==> src/rtl/seg_pkg.sv <==
// rtl/seg_pkg.sv - shared codes, segment patterns and anode selects for the 7-segment display path
// Purpose: constants used by the scan driver and by any other user of seg_code_decoder.
// Ports: none (package).
package seg_pkg;

    // Non-numeric digit codes understood by the decoder
    localparam logic [3:0] SEG_MINUS = 4'd10;
    localparam logic [3:0] SEG_BLANK = 4'd11;
    localparam logic [3:0] SEG_E     = 4'd12;
    localparam logic [3:0] SEG_R     = 4'd13;

    // Active-low {g,f,e,d,c,b,a} patterns
    localparam logic [6:0] PAT_0     = 7'h40;
    localparam logic [6:0] PAT_1     = 7'h79;
    localparam logic [6:0] PAT_2     = 7'h24;
    localparam logic [6:0] PAT_3     = 7'h30;
    localparam logic [6:0] PAT_4     = 7'h19;
    localparam logic [6:0] PAT_5     = 7'h12;
    localparam logic [6:0] PAT_6     = 7'h02;
    localparam logic [6:0] PAT_7     = 7'h78;
    localparam logic [6:0] PAT_8     = 7'h00;
    localparam logic [6:0] PAT_9     = 7'h10;
    localparam logic [6:0] PAT_MINUS = 7'h3F;
    localparam logic [6:0] PAT_BLANK = 7'h7F;
    localparam logic [6:0] PAT_E     = 7'h06;
    localparam logic [6:0] PAT_R     = 7'h2F;

    // Active-low one-hot anode selects, digit3 is leftmost
    localparam logic [3:0] AN_D3  = 4'b0111;
    localparam logic [3:0] AN_D2  = 4'b1011;
    localparam logic [3:0] AN_D1  = 4'b1101;
    localparam logic [3:0] AN_D0  = 4'b1110;
    localparam logic [3:0] AN_OFF = 4'b1111;

    typedef enum logic {
        ST_BLANK = 1'b0,
        ST_SHOW  = 1'b1
    } slot_state_t;

    function automatic logic [3:0] anode_for(input logic [1:0] idx);
        logic [3:0] an;
        an = AN_OFF;
        case (idx)
            2'd3: an = AN_D3;
            2'd2: an = AN_D2;
            2'd1: an = AN_D1;
            2'd0: an = AN_D0;
            default: an = AN_OFF;
        endcase
        return an;
    endfunction

endpackage

==> src/rtl/seg_code_decoder.sv <==
// rtl/seg_code_decoder.sv - 4-bit display code to active-low 7-segment pattern
// Purpose: purely combinational lookup, shared by every display user.
// Ports: code [3:0] in  - digit code (0-9, 10 '-', 11 blank, 12 'E', 13/14 'r', 15 blank)
//        pattern [6:0] out - active-low {g,f,e,d,c,b,a}
module seg_code_decoder
    import seg_pkg::*;
(
    input  logic [3:0] code,
    output logic [6:0] pattern
);

    always_comb begin
        pattern = PAT_BLANK;
        case (code)
            4'd0:      pattern = PAT_0;
            4'd1:      pattern = PAT_1;
            4'd2:      pattern = PAT_2;
            4'd3:      pattern = PAT_3;
            4'd4:      pattern = PAT_4;
            4'd5:      pattern = PAT_5;
            4'd6:      pattern = PAT_6;
            4'd7:      pattern = PAT_7;
            4'd8:      pattern = PAT_8;
            4'd9:      pattern = PAT_9;
            SEG_MINUS: pattern = PAT_MINUS;
            SEG_BLANK: pattern = PAT_BLANK;
            SEG_E:     pattern = PAT_E;
            SEG_R:     pattern = PAT_R;
            4'd14:     pattern = PAT_R;
            default:   pattern = PAT_BLANK;
        endcase
    end

endmodule

==> src/rtl/seg_scan_driver.sv <==
// rtl/seg_scan_driver.sv - 4-digit multiplexed 7-segment scan driver with frame snapshot
// Purpose: steps through digit3..digit0 one slot at a time, blanking at each slot start,
//          showing a per-frame snapshot of the digit inputs with optional leading-zero blanking.
// Ports: clk_in, rst_n (async active-low)
//        digit3..digit0 [3:0], dp_mask [3:0], lz_en, disp_en   in
//        frame_start (1-cycle pulse per snapshot), Anode_Activate [3:0] (active-low),
//        seg [7:0] (active-low {dp,g,f,e,d,c,b,a})                       out
module seg_scan_driver
    import seg_pkg::*;
#(
    parameter int REFRESH_DIV  = 100000,
    parameter int BLANK_CYCLES = 1000
) (
    input  logic       clk_in,
    input  logic       rst_n,
    input  logic [3:0] digit3,
    input  logic [3:0] digit2,
    input  logic [3:0] digit1,
    input  logic [3:0] digit0,
    input  logic [3:0] dp_mask,
    input  logic       lz_en,
    input  logic       disp_en,
    output logic       frame_start,
    output logic [3:0] Anode_Activate,
    output logic [7:0] seg
);

    localparam int             CW       = $clog2(REFRESH_DIV);
    localparam logic [CW-1:0]  CNT_LAST = CW'(REFRESH_DIV - 1);

    logic [CW-1:0] slot_cnt;
    logic [CW-1:0] slot_cnt_nxt;
    logic          slot_wrap;
    logic [1:0]    idx;
    logic          snap_pend;
    logic          snap;

    logic [3:0]    sh_d3, sh_d2, sh_d1, sh_d0;
    logic [3:0]    sh_dp;
    logic          sh_lz;

    slot_state_t   st, st_nxt;

    logic          lz3, lz2, lz1;
    logic [3:0]    raw_code;
    logic          force_blank;
    logic [3:0]    code_sel;
    logic          dp_sel;
    logic [6:0]    pattern;

    // Prescaler and snapshot timing. snap_pend makes the first cycle after
    // reset release take a snapshot even though idx has not wrapped yet.
    always_comb begin
        slot_wrap    = (slot_cnt == CNT_LAST);
        slot_cnt_nxt = slot_wrap ? '0 : slot_cnt + CW'(1);
        snap         = snap_pend || (slot_wrap && (idx == 2'd0));
    end

    always_ff @(posedge clk_in or negedge rst_n) begin
        if (!rst_n) begin
            slot_cnt  <= '0;
            idx       <= 2'd3;
            snap_pend <= 1'b1;
        end else begin
            slot_cnt  <= slot_cnt_nxt;
            snap_pend <= 1'b0;
            if (slot_wrap) begin
                idx <= idx - 2'd1;
            end
        end
    end

    always_ff @(posedge clk_in or negedge rst_n) begin
        if (!rst_n) begin
            sh_d3 <= SEG_BLANK;
            sh_d2 <= SEG_BLANK;
            sh_d1 <= SEG_BLANK;
            sh_d0 <= SEG_BLANK;
            sh_dp <= 4'b0000;
            sh_lz <= 1'b0;
        end else if (snap) begin
            sh_d3 <= digit3;
            sh_d2 <= digit2;
            sh_d1 <= digit1;
            sh_d0 <= digit0;
            sh_dp <= dp_mask;
            sh_lz <= lz_en;
        end
    end

    // BLANK/SHOW state tracks the phase of the current slot_cnt value, so the
    // output registers below lag the counter by exactly one cycle.
    always_ff @(posedge clk_in or negedge rst_n) begin
        if (!rst_n) begin
            st <= (BLANK_CYCLES > 0) ? ST_BLANK : ST_SHOW;
        end else begin
            st <= st_nxt;
        end
    end

    always_comb begin
        st_nxt = ST_SHOW;
        if ((BLANK_CYCLES > 0) && (int'(slot_cnt_nxt) < BLANK_CYCLES)) begin
            st_nxt = ST_BLANK;
        end
    end

    // A digit is a leading zero only if every digit to its left is one too
    always_comb begin
        lz3 = sh_lz && (sh_d3 == 4'd0);
        lz2 = lz3 && (sh_d2 == 4'd0);
        lz1 = lz2 && (sh_d1 == 4'd0);
        raw_code    = sh_d0;
        force_blank = 1'b0;
        case (idx)
            2'd3: begin raw_code = sh_d3; force_blank = lz3;  end
            2'd2: begin raw_code = sh_d2; force_blank = lz2;  end
            2'd1: begin raw_code = sh_d1; force_blank = lz1;  end
            default: begin raw_code = sh_d0; force_blank = 1'b0; end
        endcase
        code_sel = force_blank ? SEG_BLANK : raw_code;
        dp_sel   = sh_dp[idx];
    end

    seg_code_decoder u_dec (
        .code    (code_sel),
        .pattern (pattern)
    );

    always_ff @(posedge clk_in or negedge rst_n) begin
        if (!rst_n) begin
            frame_start    <= 1'b0;
            Anode_Activate <= AN_OFF;
            seg            <= 8'hFF;
        end else begin
            frame_start <= snap;
            if (disp_en && (st == ST_SHOW)) begin
                Anode_Activate <= anode_for(idx);
                seg            <= {~dp_sel, pattern};
            end else begin
                Anode_Activate <= AN_OFF;
                seg            <= 8'hFF;
            end
        end
    end

endmodule

==> config.mk <==
export PLATFORM = sky130hd
export DESIGN_NAME = seg_scan_driver
export DESIGN_NICKNAME = d
export VERILOG_FILES = /design/src/rtl/seg_pkg.sv /design/src/rtl/seg_code_decoder.sv /design/src/rtl/seg_scan_driver.sv
export SDC_FILE = /design/constraint.sdc
export NUM_CORES = 1
export LEC_CHECK = 0
export CORE_MARGIN = 2
export CORE_UTILIZATION = 35
export CTS_CLUSTER_SIZE = 24
export DETAILED_ROUTE_END_ITERATION = 8
export PLACE_DENSITY = 0.59
export SETUP_SLACK_MARGIN = 0.15
export SLEW_MARGIN = 5
export SYNTH_ARGS = -nofsm -noshare
export SYNTH_HDL_FRONTEND = slang
export SYNTH_SLANG_ARGS = --single-unit
==> constraint.sdc <==
create_clock -name clk_in -period 2.95 [get_ports clk_in]
set_input_delay 0.885 -clock clk_in [delete_from_list [all_inputs] [get_ports clk_in]]
set_output_delay 0.885 -clock clk_in [all_outputs]
set_load 0.02 [all_outputs]
Word-level counts from Yosys, hierarchy flattened
Memories as Yosys holds them, arrays and structs flattened.
Cells that the tools add are included.

cells by class
  add/sub/neg operators = 2
  multiply operators = 0
  div/mod/pow operators = 0
  $lt $le $gt $ge = 2
  equal/unequal tests = 4
  shift operators = 0
  multiplexer cells = 10
  bitwise operators = 1
  reductions and logical operators = 10

operators with widths
  cell                                                                            count
  17-bit by 1-bit adder with 17-bit output, second input constant                 1
  17-bit equality test, second input constant                                     1
  17-bit by 10-bit less-than comparator with 1-bit output, second input constant  1
  17-bit 2-to-1 mux                                                               1
  4-bit one-hot mux with 4 select lines                                           1
  4-bit logical NOT                                                               3
  4-bit one-hot mux with 3 select lines                                           1
  4-bit 2-to-1 mux                                                                2
  8-bit 2-to-1 mux                                                                1
  1-bit logical AND                                                               5
  2-bit equality test, second input constant                                      2
  2-bit by 3-bit less-than comparator with 1-bit output, second input constant    1
  1-bit one-hot mux with 3 select lines                                           1
  1-bit binary-select mux with 2-bit select                                       1
  2-bit by 1-bit equality test with 1-bit output, second input constant           1
  2-bit logical NOT                                                               1
  1-bit 2-to-1 mux                                                                2
  2-bit by 1-bit subtractor with 2-bit output, second input constant              1
  1-bit logical OR                                                                1
  1-bit inverter                                                                  1

storage, ports and cells
  register bits after elaboration = 55
  bits in latches = 0
  memory bits (writable) = 0
  bits in read-only memories = 112
  input port bits = 24
  output and inout port bits = 13
  memories = 1

memory list
  memory           words  bits a word  read ports  clocked after memory_dff  write ports  line                    RTL
  (no name shown)  16     7            1           0                         0            seg_code_decoder.sv:14  case (code)

Depth between registers and ports, before layout
An unclocked memory read counts as a cell.

  depth after elaboration = 8
  gate-level depth with buffers = 7
  gate-level depth less buffers = 7

Modules after synthesis
A second synthesis with hierarchy kept.

unflattened totals
  cell total of the unflattened synthesis = 243
  area, all modules = 2866.5 µm²

by module, submodules not included
  module            times used  cells an instance  area an instance (µm²)  sequential area each (µm²)
  seg_scan_driver   1           209                2613.8                  1410.1
  seg_code_decoder  1           34                 252.7                   0.0

Least setup slack after synthesis
Ideal clock, no wire load.

  kind = reg-to-reg
  start = reg slot_cnt[14]
  end = reg sh_d0[2]
  library setup time = 125 ps
  arrival time = 1861 ps
  required time = 2825 ps
  slack = 964 ps
  stages on the path, launching flop included = 7
  buffers on the path = 2
  clock period less this slack = 1986 ps
  cell sequence = dfrtp_1 buf_2 or4b_4 nor4_4 a21oi_2 buf_6 mux2_4

between the ends
  word-level cells in the longest chain between the ends = 3

RTL lines
  element                   line                   RTL
  start: declaration        seg_scan_driver.sv:31  logic [CW-1:0] slot_cnt;
  start signal: assignment  seg_scan_driver.sv:65  slot_cnt <= slot_cnt_nxt;
  17-bit equality test      seg_scan_driver.sv:54  slot_wrap = (slot_cnt == CNT_LAST);
  1-bit logical AND         seg_scan_driver.sv:56  snap = snap_pend || (slot_wrap && (idx == 2'd0));
  1-bit logical OR          seg_scan_driver.sv:56
  end signal: assignment    seg_scan_driver.sv:85  sh_d0 <= digit0;
  end: declaration          seg_scan_driver.sv:38  logic [3:0] sh_d3, sh_d2, sh_d1, sh_d0;

No other way between the ends.
A chain may end at the register's enable or synchronous reset.

Worst setup path in the final report
  start = reg seg[7]
  end = out seg[7]

RTL lines
  element                   line                    RTL
  start: declaration        seg_scan_driver.sv:25   output logic [7:0] seg
  start signal: assignment  seg_scan_driver.sv:139  seg <= {~dp_sel, pattern};

No word-level cell between the ends.

==> impl_metrics.csv <==
group,metric,value,unit
critical_path,path_class,"flop to output pin",
route,first_iter_violations,85,
finish,area_growth,20.30,%
critical_path,worstSetupStartpoint,"seg[7]",
critical_path,r2r-end,"seg[4]",
critical_path,endpoint,"seg[7]",
yosys,ys_warn_count,0,
critical_path,arrival,1.45,ns
sta,slew_violations,0,
floorplanning,ios,37,
sta,rsz0062_at_grt,"no",
yosys,yosysTopAreaCell,"dfstp_2",
route,ant_nets,0,
critical_path,critPathRequiredTime,2.07,ns
global_routing,grt.overflow.total,0,
job,max-cap-violations,0,
finish,design_area,3329,um^2
clocking,cts_sinks,55,
sta,fin_skew,0.01118,ns
floorplanning,core,7687,um^2
placement,place_area,3239,um^2
finish,finalCoreUtilization,43.31,%
power_and_ir_drop,peakVddDrop,0.2022,mV
sta,period_share,79.11,%
global_routing,grtUsageTotal,13.03,%
route,via_count,1846,
critical_path,max_stage_delay,0.60,ns
yosys,synth_area_leaders,"dfstp_2 (26%), dfrtp_1 (25%), mux2_4 (10%)",
critical_path,cp_top_family,"buffers and inverters",
placement,dp_worst_setup_slack,0.6746,ns
yosys,ys_top_cells_by_count,"dfrtp_1 (28), dfstp_2 (27), nor2_1 (23), mux2_4 (19), nand2_1 (16)",
yosys,ys_async_sr_fraction,100.0,%
floorplanning,initial_utilization,36.00,%
clocking,tritoncts,"built",
route,wirelength,5306,um
yosys,synth_edf_count,0,
finish,n_antenna_cell,0,
floorplanning,std_cell_rows,32,
critical_path,cp_slowest_cell,"clkdlybuf4s50_1",
clocking,postCtsSetupBuffers,0,
yosys,synthesis.area,2768,um^2
clocking,cts_buffers,5,
critical_path,startpoint_type,"flop",
yosys,synthDistinctLibCells,45,
route,wl_per_cell,14.26,um
floorplanning,dieArea,8635,um^2
critical_path,critPathCaptureType,"output pin",
critical_path,r2r_setup_slack,0.64,ns
sta,setup_viol_count_final,0,
sta,period_needed,2.334,ns
sta,fmax,428.5,MHz
yosys,yosys_register_bits,55,
run_status,status,"finished clean",
min_path,worstHoldPathType,"flop to flop",
clocking,cts_hold_buf,0,
critical_path,rr_worst_depth,7,
critical_path,crit_buf_inv,1,
clocking,clock_path_buffers,2,
route,vias_per_cell,4.962,
placement,port_buffers,36,
global_routing,grt_antenna_before_repair,0,
yosys,synthCells,232,
power_and_ir_drop,total_power,1.390,mW
yosys,ys.flop_type,"dfrtp_1",
yosys,seq_area_frac_synth,50.95,%
global_routing,grt_pass1_wl,8914,um
critical_path,critPathMaxFanout,1,
placement,placed_cells,364,
placement,gp_congestion,0.7523,
clocking,clk_pin_slew_worst_paths,0.10,ns
sta,fin_ws,0.6162,ns
global_routing,grt_start_max_net_pins,56,
power_and_ir_drop,power_density,417.6,nW/um^2
floorplanning,die-height,92.93,um
power_and_ir_drop,p_leak,1.400,nW
critical_path,worstPathCellList,"clkdlybuf4s50_1",
sta,finalHoldViolCount,0,
finish,final_nets,301,
critical_path,r2r_start,"idx[0]",
route,drc_errors,0,
clocking,clk-insertion-delay-late,0.31,ns
sta,slew_headroom,51.46,%
clocking,cts_root_buffer,"clkbuf_8",
global_routing,grt_pass1_vias,1812,
yosys,synth.most_common_cell,"dfrtp_1",
finish,fin_cells,372,
yosys,yosysTopAreaCellShare,25.63,%
yosys,synth_nets,264,
clocking,htree_num_levels,2,
sta,worst_slew_pin_slew,0.7222,ns
sta,holdWs,0.4669,ns
finish,drive_gt1_share,25.56,%
route,first_pass_iters,4,
sta,setup_tns,0,ns
placement,place_hpwl,3787,um
floorplanning,die_w,92.93,um
yosys,post_synth.cell_area_avg,11.93,um^2
clocking,cts_resized,0,
critical_path,cp.depth,1,
[final cells by class]
type / instances / area, um^2
fill: 742 / 4358
sequential: 55 / 1410
multi-input combinational: 160 / 1277
timing repair buffer: 40 / 397.9
tap: 102 / 127.6
clock buffer: 6 / 72.57
inverter: 7 / 26.28
clock inverter: 2 / 17.52
[cell families after synthesis]
group | Yosys count | share of synthesized area, %
adders and majority gates | 8 | 3.617
other | 1 | 0.1355
AOI/OAI and AO/OA | 27 | 6.782
buffers and inverters | 17 | 2.893
muxes | 30 | 14.92
and+or+nand+nor | 76 | 15.01
xor gates and xnor gates | 18 | 5.697
DFF | 55 | 50.95
[sequential cells by signal (all words and copies together) (netlist names)]
| register | flops |
|---|---|
| sh_dp | 4 |
| st | 1 |
| idx | 2 |
| snap_pend | 1 |
| sh_d0 | 4 |
| frame_start | 1 |
| sh_d1 | 4 |
| Anode_Activate | 4 |
| sh_d3 | 4 |
| slot_cnt | 17 |
| seg | 8 |
| sh_d2 | 4 |
| sh_lz | 1 |
[metal layers]
metal,GRT usage (%),vias to the layer above,wire length [um]
li1,-,895,-
met5,0,-,0
met4,3.799,0,59
met1,16.75,898,2415
met2,21.80,47,2600
met3,3.173,6,231
[report_power, final]
group / switching [mW] / total, mW / internal (mW)
Sequential: 0.0235 / 0.822 / 0.798
Clock: 0.241 / 0.412 / 0.171
Combinational: 0.0653 / 0.156 / 0.0908
Total: 0.330 / 1.39 / 1.06
[how the worst min path moves through the flow]
stage,depth (start not counted),slack (ns),startpoint,end
global placement,1,0.45,slot_cnt[0],slot_cnt[0]
CTS,1,0.47,slot_cnt[0],slot_cnt[0]
finish,1,0.47,slot_cnt[0],slot_cnt[0]
detailed placement,1,0.45,slot_cnt[0],slot_cnt[0]
global route,1,0.52,slot_cnt[0],slot_cnt[0]
floorplan,1,0.43,slot_cnt[0],slot_cnt[0]
[cells in the final DEF, fill, tap and decap left out, drive strengths merged, types with 2 or more instances in the layout]
master	netlist	routed
clkdlybuf4s50	0	35
dfrtp	28	28
dfstp	27	27
nor2	23	23
mux2	23	23
nand2	16	16
xnor2	9	9
xor2	9	9
ha	8	8
a21oi	8	8
inv	7	7
o21ai	7	7
nand3	6	6
nand4	6	6
mux2i	6	6
clkbuf	7	6
nor4	5	5
buf	3	5
nor3	4	4
a222oi	4	4
or3	3	3
and2	3	3
nand4bb	2	2
clkinv	0	2
or4b	2	2
Note: power is estimated with default switching activity, not from simulation.
